**src/rtl/digit_serial_addsub.sv**
```systemverilog
// Digit-serial adder/subtractor: WIDTH-bit operands processed DIGIT bits per
// clock, LSB digit first, through one DIGIT-bit ripple slice with a registered
// carry linking consecutive digits. Valid/ready handshake on both sides.
module digit_serial_addsub #(
   parameter int WIDTH = 32,
   parameter int DIGIT = 8
) (
   input  logic             clk,
   input  logic             rst,
   input  logic             in_valid,
   output logic             in_ready,
   input  logic [WIDTH-1:0] a,
   input  logic [WIDTH-1:0] b,
   input  logic             cin,
   input  logic             sub,
   output logic             out_valid,
   input  logic             out_ready,
   output logic [WIDTH-1:0] s,
   output logic             cout,
   output logic             ovf,
   output logic             busy
);

   localparam int NDIG = WIDTH / DIGIT;
   localparam int CW   = (NDIG > 1) ? $clog2(NDIG) : 1;

   // Operand width must split into whole digits.
   generate
      if ((DIGIT < 1) || ((WIDTH % DIGIT) != 0)) begin : g_bad_params
         $error("digit_serial_addsub: WIDTH must be a positive multiple of DIGIT");
      end
   endgenerate

   typedef enum logic [1:0] {
      ST_IDLE = 2'd0,
      ST_RUN  = 2'd1,
      ST_DONE = 2'd2
   } state_t;

   state_t           r_state;
   logic [CW-1:0]    r_cnt;
   logic [WIDTH-1:0] r_opa;
   logic [WIDTH-1:0] r_opb;
   logic [WIDTH-1:0] r_s;
   logic             r_carry;
   logic             r_cout;
   logic             r_ovf;
   logic             r_out_valid;

   logic [DIGIT-1:0] w_da;
   logic [DIGIT-1:0] w_db;
   logic [DIGIT-1:0] w_sum;
   logic [DIGIT:0]   w_c;
   logic             w_last;
   int               w_base;

   // Select the digit currently being processed.
   assign w_base = int'(r_cnt) * DIGIT;
   assign w_da   = r_opa[w_base +: DIGIT];
   assign w_db   = r_opb[w_base +: DIGIT];
   assign w_last = (r_cnt == CW'(NDIG - 1));

   // Ripple chain of full-adder cells; the carry reg feeds the LSB cell.
   assign w_c[0] = r_carry;
   generate
      for (genvar gi = 0; gi < DIGIT; gi++) begin : g_fa
         assign w_sum[gi]  = w_da[gi] ^ w_db[gi] ^ w_c[gi];
         assign w_c[gi+1]  = (w_da[gi] & w_db[gi]) | (w_c[gi] & (w_da[gi] ^ w_db[gi]));
      end
   endgenerate

   // Control FSM with registered result, flags and output valid.
   always_ff @(posedge clk or posedge rst) begin
      if (rst) begin
         r_state     <= ST_IDLE;
         r_cnt       <= '0;
         r_opa       <= '0;
         r_opb       <= '0;
         r_carry     <= 1'b0;
         r_s         <= '0;
         r_cout      <= 1'b0;
         r_ovf       <= 1'b0;
         r_out_valid <= 1'b0;
      end else begin
         case (r_state)
            ST_IDLE: begin
               if (in_valid) begin
                  // Subtraction is a + ~b + ~cin: invert b and the carry-in.
                  r_opa   <= a;
                  r_opb   <= sub ? ~b : b;
                  r_carry <= cin ^ sub;
                  r_cnt   <= '0;
                  r_state <= ST_RUN;
               end
            end
            ST_RUN: begin
               r_s[w_base +: DIGIT] <= w_sum;
               r_carry              <= w_c[DIGIT];
               r_cnt                <= r_cnt + 1'b1;
               if (w_last) begin
                  // Carry into and out of the MSB cell give the signed overflow.
                  r_cout      <= w_c[DIGIT];
                  r_ovf       <= w_c[DIGIT] ^ w_c[DIGIT-1];
                  r_out_valid <= 1'b1;
                  r_state     <= ST_DONE;
               end
            end
            ST_DONE: begin
               if (out_ready) begin
                  r_out_valid <= 1'b0;
                  r_state     <= ST_IDLE;
               end
            end
            default: begin
               r_out_valid <= 1'b0;
               r_state     <= ST_IDLE;
            end
         endcase
      end
   end

   assign in_ready  = (r_state == ST_IDLE);
   assign busy      = (r_state != ST_IDLE);
   assign out_valid = r_out_valid;
   assign s         = r_s;
   assign cout      = r_cout;
   assign ovf       = r_ovf;

endmodule
```
**config.mk**
```make
export PLATFORM = sky130hd
export DESIGN_NAME = digit_serial_addsub
export DESIGN_NICKNAME = d
export VERILOG_FILES = /design/src/rtl/digit_serial_addsub.sv
export SDC_FILE = /design/constraint.sdc
export NUM_CORES = 1
export LEC_CHECK = 0
export CAP_MARGIN = 0
export CORE_ASPECT_RATIO = 2
export CORE_MARGIN = 2
export CORE_UTILIZATION = 51
export DETAILED_ROUTE_END_ITERATION = 12
export GPL_TIMING_DRIVEN = 0
export PLACE_DENSITY_LB_ADDON = 0.2
export SLEW_MARGIN = 20
export SYNTH_ARGS = -nofsm -noshare
export SYNTH_HDL_FRONTEND = slang
export SYNTH_SLANG_ARGS = --single-unit
```
**constraint.sdc**
```tcl
create_clock -name clk -period 5.3 [get_ports clk]
set_input_delay 0.795 -clock clk [delete_from_list [all_inputs] [get_ports clk]]
set_output_delay 0.795 -clock clk [all_outputs]
set_load 0.03 [all_outputs]
```
---- Word-level counts from Yosys, hierarchy flattened ----
Cells that the tools add are included.
operators by class
  add/sub/neg operators ................... 2
  $mul .................................... 0
  div/mod/pow operators ................... 0
  magnitude comparators ................... 0
  eq/ne operators ......................... 6
  shift operators ......................... 4
  multiplexer cells ....................... 13
  bitwise operators ....................... 44
  reduce and logical (&&, ||, !) cells .... 8
operators by type and width
  operator                                                                 number
  32-bit by 6-bit indexed part select with 8-bit output                    2
  5-bit negation with 33-bit output                                        1
  8-bit by 33-bit variable shift with 32-bit output, first input constant  1
  8-bit by 33-bit indexed part select with 32-bit output                   1
  32-bit bitwise mux                                                       1
  32-bit two-way mux                                                       1
  32-bit NOT                                                               1
  1-bit bitwise XOR                                                        18
  1-bit AND                                                                16
  2-bit two-way mux                                                        4
  1-bit OR                                                                 8
  2-bit != test, second input constant                                     3
  2-bit one-hot mux with 3 select lines                                    1
  2-bit AND reduction                                                      3
  3-bit AND reduction                                                      2
  2-bit equality test, second input constant                               2
  2-bit one-hot mux with 2 select lines                                    1
  2-bit nonzero test                                                       2
  1-bit two-way mux                                                        3
  1-bit one-hot mux with 3 select lines                                    1
  2-bit by 1-bit adder with 2-bit output, second input constant            1
  2-bit by 1-bit equality test with 1-bit output, second input constant    1
  2-bit zero test                                                          1
  1-bit one-hot mux with 2 select lines                                    1
  1-bit NOT                                                                1
storage, ports and cells
  register bits after elaboration ......... 104
  bits in latches ......................... 0
  bits in writable memories ............... 0
  ROM bits ................................ 0
  bits of input ports ..................... 70
  memories kept ........................... 0

---- Longest topological paths before layout ----
Gate-level depths: netlist of the first run.
  depth in word-level cells ............... 19
  depth in mapped cells ................... 15
  depth with buffers taken out ............ 13

---- Worst setup path after synthesis of the first run ----
Ideal clock, no wire load.
  kind .................................... reg2reg
  from .................................... reg r_cnt[1]
  to ...................................... reg r_s[15] (netlist: s[15])
  library setup time ...................... 0.121 ns
  arrival ................................. 4.366 ns
  path slack .............................. 0.813 ns
  cell stages (with the launch flop) ...... 15
  path buffers ............................ 2
  clock period less this slack ............ 4.487 ns
  path through ............................ dfrtp_1 -> clkbuf_1 -> buf_2 -> mux4_2 -> inv_1 -> fa_1 -> fa_1 -> fa_1 -> fa_1 -> fa_1 -> fa_1 -> inv_1 -> fa_1 -> fa_1 -> a22o_1
on the way
  longest elaborated chain between the ends .. 19
  elaborated cells on any way between the ends .. 43
  classes of those cells .................. add/sub (1); shift (4); mux (1); bitwise (37)
ends and longest elaborated chain
  what                                                                      line    source
  start, declared                                                           41      logic [CW-1:0] r_cnt;
  start signal, assigned                                                    99      r_cnt <= r_cnt + 1'b1;
  32-bit by 6-bit indexed part select with 8-bit output (on tied branches)  59, 60
  1-bit bitwise XOR                                                         67, 68
  1-bit AND                                                                 68      assign w_c[gi+1] = (w_da[gi] & w_db[gi]) | (w_c[gi] & (w_da[gi] ^ w_db[gi]));
  1-bit OR                                                                  68
  1-bit AND                                                                 68
  1-bit OR                                                                  68
  1-bit AND                                                                 68
  1-bit OR                                                                  68
  [... 3 more ...]                                                          -
  1-bit OR                                                                  68
  1-bit AND                                                                 68
  1-bit OR                                                                  68
  1-bit AND                                                                 68
  1-bit OR                                                                  68
  1-bit bitwise XOR                                                         67      assign w_sum[gi] = w_da[gi] ^ w_db[gi] ^ w_c[gi];
  8-bit by 33-bit indexed part select with 32-bit output                    97      r_s[w_base +: DIGIT] <= w_sum;
  32-bit bitwise mux *                                                      97
  end signal, assigned by index                                             97
  end, declared                                                             44      logic [WIDTH-1:0] r_s;
Every way passes the cells marked *; elsewhere a longest branch is shown, timed or not.
A chain may end at the register's enable or synchronous reset.

---- Final worst setup path of the first run ----
  from .................................... reg r_cnt[1]
  to ...................................... reg r_s[23] (netlist: s[23])
Same word-level chain as after synthesis.

==> flow_metrics.env, run 1 <==
export IMPL_cp_max_fo=10
export IMPL_p_per_area_nw_per_um2=644
export IMPL_initial_core_util_pct=52.3
export IMPL_drive_above_1_share_pct=10.9
export IMPL_wirelength_um=11500
export IMPL_io_pins=107
export IMPL_slowest_delay_ns=0.44
export IMPL_max_freq_ghz=0.201
export IMPL_cts_buffers_inserted=9
export IMPL_drv_slew=0
export IMPL_final_area_um2=6460
export IMPL_synth_main_ff_cell="dfrtp_1"
export IMPL_relSlewSlack_pct=63.0
export IMPL_synth_common_cells="nand2_1, dfrtp_1, o21ai_0"
export IMPL_grt_pass1_vias=3676
export IMPL_finalCriticalPeriod_ns=4.98
export IMPL_dr_pass1_iters=4
export IMPL_drv_cap=0
export IMPL_grt_max_degree=81
export IMPL_ys_types=35
export IMPL_dp_final_hpwl_um=9070
export IMPL_synth_most_common_cell="nand2_1"
export IMPL_cp_top_family="adder cells"
export IMPL_worst_slack_ns=0.316
export IMPL_critPathArrivalTime_ns=5.20
export IMPL_grt_pass1_wl_um=18200
export IMPL_synth_net_count=531
export IMPL_hold_violations=0
export IMPL_numPortBuffers=105
export IMPL_startpoint_type="flop"
export IMPL_seqCellArea_um2=2600
export IMPL_via_count=3639
export IMPL_clk_pin_slew_ns=0.07
export IMPL_tightest_slew_ns=0.556
export IMPL_ys_ff_latch=104
export IMPL_crit_chain="clkbuf_2, buf_2, mux4_2, inv_1, fa_1, fa_1, fa_1, fa_1, fa_1, fa_1, inv_1, fa_1, fa_1, inv_1, o2bb2ai_1"
export IMPL_critical_path_buf_inv_count=5
export IMPL_yosys_area_top_type_share_pct=53.3
export IMPL_synth_top_area_cell="dfrtp_1"
export IMPL_cts_sinks=104
export IMPL_avgSynthCellArea_um2=10.9
export IMPL_hold_class="reg2reg"
export IMPL_status="completed"
export IMPL_p_leak_uw=0.00291
export IMPL_cpMostUsedCell="fa_1"
export IMPL_multiInputGateArea_um2=2070
export IMPL_netlist_area_um2=4880
export IMPL_syn_to_final_growth_pct=32.5
export IMPL_slowest_stage="fa_1"
export IMPL_rsz0062_at_grt="no"
export IMPL_synthCells=447
export IMPL_place_ws_ns=0.130
export IMPL_grt_overflow=0
export IMPL_fp_dieW_um=73.2
export IMPL_route_detailed_drc=0
export IMPL_cts_tree="yes"
export IMPL_ir_drop_v=0.000368
export IMPL_finalSetupTns_ns=0
export IMPL_clk_latency_ns=0.35
export IMPL_worst_ep_required_time_ns=5.52
export IMPL_antenna_found_initial=0
export IMPL_die_area_um2=10400
export IMPL_root_buffer="clkbuf_16"
export IMPL_wl_per_cell_um=17.1
export IMPL_detail_route_antenna_nets=0
export IMPL_placed_cell_area_um2=6090
export IMPL_antenna_cells=0
export IMPL_grt_util_all_layers_pct=23.7
export IMPL_critPathKind="reg2reg"
export IMPL_drtIter0Drc=195
export IMPL_core_um2=9320
export IMPL_final_nets=648
export IMPL_synth_edf_count=0
export IMPL_synth_seq_area_share_pct=53.3
export IMPL_async_flop_share_pct=100
export IMPL_post_route_period_util_pct=94.0
export IMPL_htree_levels=3
export IMPL_fp_row_count=50
export IMPL_n_fill_cell=720
export IMPL_synth_warnings=0
export IMPL_gp_congestion=0.886
export IMPL_die_h_um=142
export IMPL_worstSetupEndpointType="flop"
export IMPL_viasPerCell=5.41
export IMPL_ys_top_cells_by_area="dfrtp_1, nand2_1, mux4_2, xnor2_1, o2bb2ai_1"
export IMPL_clockBufferDepth=2
export IMPL_clock_skew_ns=0.00712
export IMPL_final_setup_viol_count=0
-- cell type report --
type | count | area share [%]
sequential | 104 | 40.3
multi-input combinational | 297 | 32.1
timing repair buffer | 106 | 16.7
clock buffer | 11 | 3.75
tap | 104 | 2.01
buffer | 26 | 1.99
clock inverter | 5 | 1.97
inverter | 20 | 1.24
-- state kept, by name, indices dropped and copies added (netlist names), 2 cells and up --
register / count
r_opa: 32
r_opb: 32
r_state: 2
r_cnt: 2
s: 32
-- logic make-up (layout without fill, tap and decap cells) --
group | count (synthesis) | in the layout | synth area share, %
DFF | 104 | 104 | 53.3
adders and majority gates | 14 | 14 | 4.82
buffers and inverters | 46 | 168 | 4.15
AOI/OAI and AO/OA | 72 | 72 | 10.0
xor gates and xnor gates | 34 | 34 | 6.10
muxes | 17 | 17 | 7.62
and+or+nand+nor | 160 | 160 | 14.0
-- worst register-to-register path: cells and delay by family (launching register included) --
kind | cells | cell delay [ns]
adders and majority gates | 8 | 3.18
buffers and inverters | 5 | 0.94
DFF | 1 | 0.42
muxes | 1 | 0.25
AOI/OAI and AO/OA | 1 | 0.08
-- worst paths after layout --
path / cells past startpoint / from / end / slack [ns]
max in group asynchronous: 3 / rst / r_opa[25]$_DFFE_PP0P_ / 3.87
worst min register to register: 2 / r_opa[17]$_DFFE_PP0P_ / r_opa[17]$_DFFE_PP0P_ / 0.47
worst max-delay path: 15 / r_cnt[1]$_DFFE_PP0P_ / s[23]$_DFFE_PP0P_ / 0.32
worst max register to register: 15 / r_cnt[1]$_DFFE_PP0P_ / s[23]$_DFFE_PP0P_ / 0.32
min in group asynchronous: 2 / rst / cout$_DFFE_PP0P_ / 0.76
worst min-delay path: 2 / r_opa[17]$_DFFE_PP0P_ / r_opa[17]$_DFFE_PP0P_ / 0.47
-- where the power goes --
| part | internal, µW | switching [µW] | total (µW) |
|---|---|---|---|
| clock network | 522 | 289 | 811 |
| registers | 1120 | 186 | 1310 |
| logic | 866 | 1180 | 2040 |
| total | 2510 | 1650 | 4160 |
-- metal layers --
layer  up-vias  part of all wire, %  track usage [%]
met2       104                   60             45.0
met1      1801                   34             24.7
li1       1719                    -                -
met4         0                  1.8             9.26
met5         -                    0                0
met3        15                  3.6             4.04
-- per-stage QoR --
stage	total power (µW)	hold slack, ns	cells	util (%)
CTS	4200	0.476	673	69.3
global route	4450	0.493	673	69.4
global placement	3290	0.452	656	65.0
detailed placement	3380	0.459	657	65.4
finish	4160	0.472	673	69.4
floorplan	2720	0.440	447	-
-- placed cells by master (no fill, tap or decap), drive strengths merged, types with 2 or more instances in the layout --
cell	instances
inv	20
nor3b	2
fa	8
nand3b	3
nand2	142
dfrtp	104
a22o	2
clkbuf	23
clkdlybuf4s50	105
o2bb2ai	22
o21ai	45
ha	6
xnor2	33
bufinv	4
nand3	2
mux4	16
buf	15
-- repair_timing --
item	CTS	global route
hold buffers	0	0
endpoints found under the setup margin	0	4
setup buffers	0	0
gates resized for setup	0	2
Power figures use the tool's default switching activity.
==> run 2, diff against run 1 <==
--- a/config.mk
+++ b/config.mk
@@ -6,9 +6,11 @@
 export NUM_CORES = 1
 export LEC_CHECK = 0
 export CAP_MARGIN = 0
+export CELL_PAD_IN_SITES_DETAIL_PLACEMENT = 0
+export CELL_PAD_IN_SITES_GLOBAL_PLACEMENT = 2
 export CORE_ASPECT_RATIO = 2
 export CORE_MARGIN = 2
-export CORE_UTILIZATION = 51
+export CORE_UTILIZATION = 32
 export DETAILED_ROUTE_END_ITERATION = 12
 export GPL_TIMING_DRIVEN = 0
 export PLACE_DENSITY_LB_ADDON = 0.2
==> run 2 against run 1 <==
Compared with the run above:
- clock skew grew 0.00093 ns
- sequential power barely moved
- setup slack got worse by 0.032 ns
- via count down 2.9%
- clock-buffer cell count down 1
- critical endpoint unchanged
- largest cell class unchanged
- largest power group unchanged
- highest routed layer unchanged
==> flow_metrics.env, run 2 (synthesis gave the netlist of run 1 again) <==
export IMPL_rsz0062_at_grt="no"
export IMPL_antenna_found_initial=0
export IMPL_final_nets=648
export IMPL_hold_class="reg2reg"
export IMPL_grt_pass1_wl_um=20900
export IMPL_cpMostUsedCell="fa_1"
export IMPL_initial_core_util_pct=32.8
export IMPL_grt_overflow=0
export IMPL_cts_buffers_inserted=9
export IMPL_wirelength_um=13100
export IMPL_critPathArrivalTime_ns=5.22
export IMPL_die_h_um=179
export IMPL_power_uw=4180
export IMPL_met2_usage_pct=34.4
export IMPL_placedCellCount=748
export IMPL_critical_path_buf_inv_count=5
export IMPL_fin_util_pct=43.8
export IMPL_drv_slew=0
export IMPL_slowest_stage="fa_1"
export IMPL_busiest_layer="met2"
export IMPL_layout_commonest_cell="nand2_1"
export IMPL_slowest_delay_ns=0.45
export IMPL_root_buffer="clkbuf_16"
export IMPL_core_um2=14900
export IMPL_route_detailed_drc=0
export IMPL_gp_congestion=0.808
export IMPL_syn_to_final_growth_pct=33.8
export IMPL_grt_use_met1_pct=17.9
export IMPL_antenna_cells=0
export IMPL_grt_util_all_layers_pct=17.1
export IMPL_cts_tree="yes"
export IMPL_post_cts_buffers=0
export IMPL_worst_ep_required_time_ns=5.51
export IMPL_dr_pass1_iters=4
export IMPL_fp_dieW_um=91.3
export IMPL_via_count=3535
export IMPL_final_cell_mix="nand2_1, clkdlybuf4s50_1, dfrtp_1"
export IMPL_clk_latency_ns=0.34
export IMPL_clock_skew_ns=0.00806
export IMPL_drtIter0Drc=140
export IMPL_grt_max_degree=58
export IMPL_cp_top_family="adder cells"
export IMPL_p_leak_uw=0.00288
export IMPL_worstSetupEndpointType="flop"
export IMPL_grtUsageMet3_pct=2.11
export IMPL_clk_pin_slew_ns=0.07
export IMPL_startpoint_type="flop"
export IMPL_final_area_um2=6530
export IMPL_post_route_period_util_pct=94.6
export IMPL_final_setup_viol_count=0
export IMPL_grt_pass1_vias=3920
export IMPL_cts_sinks=104
export IMPL_placed_cell_area_um2=6210
export IMPL_detail_route_antenna_nets=0
export IMPL_drive_above_1_share_pct=10.9
export IMPL_viasPerCell=4.63
export IMPL_crit_chain="clkbuf_2, buf_2, mux4_2, inv_1, fa_1, fa_1, fa_1, fa_1, fa_1, fa_1, inv_1, fa_1, fa_1, inv_1, o2bb2ai_1"
export IMPL_relSlewSlack_pct=60.8
export IMPL_critPathKind="reg2reg"
export IMPL_drv_cap=0
export IMPL_fp_row_count=63
export IMPL_dp_final_hpwl_um=10200
export IMPL_wl_per_cell_um=17.2
export IMPL_ir_drop_v=0.000218
export IMPL_finalCriticalPeriod_ns=5.02
export IMPL_fin_cells=764
export IMPL_cp_max_fo=10
export IMPL_status="completed"
export IMPL_tightest_slew_ns=0.586
export IMPL_htree_levels=3
export IMPL_die_area_um2=16300
export IMPL_numPortBuffers=105
export IMPL_io_pins=107
export IMPL_p_per_area_nw_per_um2=641
export IMPL_hold_violations=0
export IMPL_max_freq_ghz=0.199
export IMPL_clockBufferDepth=2
==> run 2: changes by cell type in the layout (fill, tap and decap cells not counted) <==
cell	before	now
bufinv_16	4	2
clkbuf_8	1	0
clkinv_4	0	1
clkinvlp_4	1	2
inv_6	1	2
==> run 2: report_power, final <==
group          internal, µW  switching [µW]  total, µW
clock network           417             303        720
logic                   883            1270       2160
registers              1120             184       1310
==> run 2: per-stage QoR <==
| step | setup TNS, ns | hold WS (ns) | setup WS (ns) |
|---|---|---|---|
| floorplan | 0 | 0.440 | 0.813 |
| global placement | 0 | 0.454 | 0.0151 |
| detailed placement | -0.00805 | 0.460 | -0.00805 |
| CTS | 0 | 0.479 | 0.183 |
| global route | 0 | 0.496 | 0.0429 |
| finish | 0 | 0.475 | 0.284 |
==> run 2: worst paths after layout <==
kind / startpoint / to / slack, ns / depth (start not counted)
max in group asynchronous: rst / r_opb[4]$_DFFE_PP0P_ / 3.80 / 3
worst max register to register: r_cnt[1]$_DFFE_PP0P_ / s[23]$_DFFE_PP0P_ / 0.28 / 15
worst min register to register: r_opb[29]$_DFFE_PP0P_ / r_opb[29]$_DFFE_PP0P_ / 0.48 / 2
min in group asynchronous: rst / ovf$_DFFE_PP0P_ / 0.85 / 2
worst min-delay path: r_opb[29]$_DFFE_PP0P_ / r_opb[29]$_DFFE_PP0P_ / 0.48 / 2
worst max-delay path: r_cnt[1]$_DFFE_PP0P_ / s[23]$_DFFE_PP0P_ / 0.28 / 15
==> run 2: layout make-up <==
type | instances | area (µm²)
clock inverter | 6 | 92.6
fill | 1433 | 8370
tap | 195 | 244
timing repair buffer | 106 | 1080
buffer | 26 | 129
multi-input combinational | 297 | 2070
clock buffer | 10 | 229
inverter | 20 | 80.1
sequential | 104 | 2600
==> run 2: what timing repair did <==
item                       CTS  global route
resized for setup            1             0
hold buffers                 0             0
hold endpoints to repair     0             0
setup endpoints to repair    4             0
==> run 2: layer usage <==
metal / vias to the layer above / wire, µm
met4: 0 / 218
met3: 11 / 291
met1: 1736 / 4900
met2: 72 / 7710
met5: - / 0
li1: 1716 / -
==> run 2: worst min-delay path, cell delays in order (launching register included) <==
cell	delay [ns]
dfrtp_1	0.34
nand2_1	0.04
o21ai_0	0.06
==> RTL edit (settings of run 1) <==
Reset style: synchronous (`rst`), changed in one clocked block.
--- a/src/rtl/digit_serial_addsub.sv
+++ b/src/rtl/digit_serial_addsub.sv
@@ -70,7 +70,7 @@
    endgenerate
 
    // Control FSM with registered result, flags and output valid.
-   always_ff @(posedge clk or posedge rst) begin
+   always_ff @(posedge clk) begin
       if (rst) begin
          r_state     <= ST_IDLE;
          r_cnt       <= '0;
Function: differs if rst is asserted again (counterexample within 4 cycles, from zero or initial values and one cycle with rst high); with rst held inactive, the same outputs for 4 cycles.
==> RTL edit against run 1 <==
- setup slack lost 71 ps
- maximum frequency shrank 1.4%
- area after synthesis shrank 3.9%
- sequential cell count is the same
- cell area shrank 3.9%
- routed wire length grew 11%
Power is not compared: it rests on default switching activity, and its combinational part moved more than twofold at a synthesized area within 25%.
==> RTL edit: results (changes against run 1) <==
- Status: completed (unchanged)
- Compound-Gate Fraction of Synth Area: 0.158 (was 0.100)
- DR WL/cell: 17.7 µm (was 17.1 µm)
- Synth top area cells: dfxtp_1 (44%), mux4_2 (7.7%), a32oi_1 (6.0%) (was dfrtp_1 (53%), nand2_1 (11%), mux4_2 (7.4%))
- Root buffer cell: clkbuf_16 (unchanged)
- Overall routed net length: 12.8 mm (was 11.5 mm)
- Placed Area: 5860 µm² (was 6090 µm²)
- Largest stage delay on the critical path: 520 ps (was 440 ps)
- FF-to-FF setup slack: 250 ps (was 320 ps)
- Multiplexer area fraction after synthesis: 0.0768 (was 0.0762)
- Hold_ws: 455 ps (was 472 ps)
- Worst-Margin Slew: 624 ps (was 556 ps)
- Dpl hpwl: 9.84 mm (was 9.07 mm)
- CP arrival: 5270 ps (was 5200 ps)
- Post-Synth XOR/XNOR Area: 0.0635 (was 0.0610)
- Worst hold path endpoint: r_opa[25]$_SDFFE_PP0P_ (was r_opa[17]$_DFFE_PP0P_)
- Post-Syn Nets: 582 (was 531)
- CP Class: reg -> reg (unchanged)
- Post-synthesis sequential area ratio: 0.444 (was 0.533)
- Synth Area in Adders: 0.0501 (was 0.0482)
- Post-synth top cells: dfxtp_1 (104), nor2_1 (68), nand2_1 (67) (was nand2_1 (142), dfrtp_1 (104), o21ai_0 (37))
- Placed instance count: 704 (was 657)
- Final RePlAce weighted congestion: 0.882 (was 0.886)
- Final Cycle Share: 0.954 (was 0.940)
- Via count of the first global-routing pass: 4224 (was 3676)
- Clock Skew: 4.72 ps (was 7.12 ps)
- Crit path from: r_cnt[1]$_SDFFE_PP0P_ (was r_cnt[1]$_DFFE_PP0P_)
- Async set-reset flop share out of synthesis: 0 (was 1.00)
- Post-synthesis cell type count: 32 (was 35)
- Iteration-0 DRC Markers: 218 (was 195)
- Reg2Reg Capture Point: s[7]$_SDFFE_PP0P_ (was s[23]$_DFFE_PP0P_)
- Remaining DRCs: 0 (unchanged)
- First-pass GRT wire length: 20.4 mm (was 18.2 mm)
- Hold path startpoint: r_opa[25]$_SDFFE_PP0P_ (was r_opa[17]$_DFFE_PP0P_)
- Input/output buffers: 104 (was 105)
RTL edit: cell types whose count changed after synthesis, moves of 22 or more:
| cell | run 1 | this run |
|---|---|---|
| dfrtp_1 | 104 | 0 |
| dfxtp_1 | 0 | 104 |
| nand2_1 | 142 | 67 |
| nor2_1 | 1 | 68 |
| a21oi_1 | 1 | 39 |
| o21ai_0 | 37 | 1 |
| a211oi_1 | 0 | 32 |
| a32oi_1 | 0 | 32 |
| o2bb2ai_1 | 22 | 0 |
RTL edit: metal layers:
metal | GRT usage | vias to the layer above | wire length (µm)
met3 | 0.0434 | 48 | 623
met2 | 0.487 | 165 | 7210
met1 | 0.255 | 1951 | 4130
met5 | 0 | - | 0
li1 | - | 1949 | -
met4 | 0.185 | 0 | 802
RTL edit: area by class of cell:
cell class	instances	area (µm²)	area share
multi-input combinational	326	2310	0.372
sequential	104	2080	0.335
timing repair buffer	104	1040	0.168
clock buffer	11	243	0.0391
buffer	44	215	0.0347
tap	102	128	0.0206
clock inverter	5	104	0.0167
inverter	24	90.1	0.0145
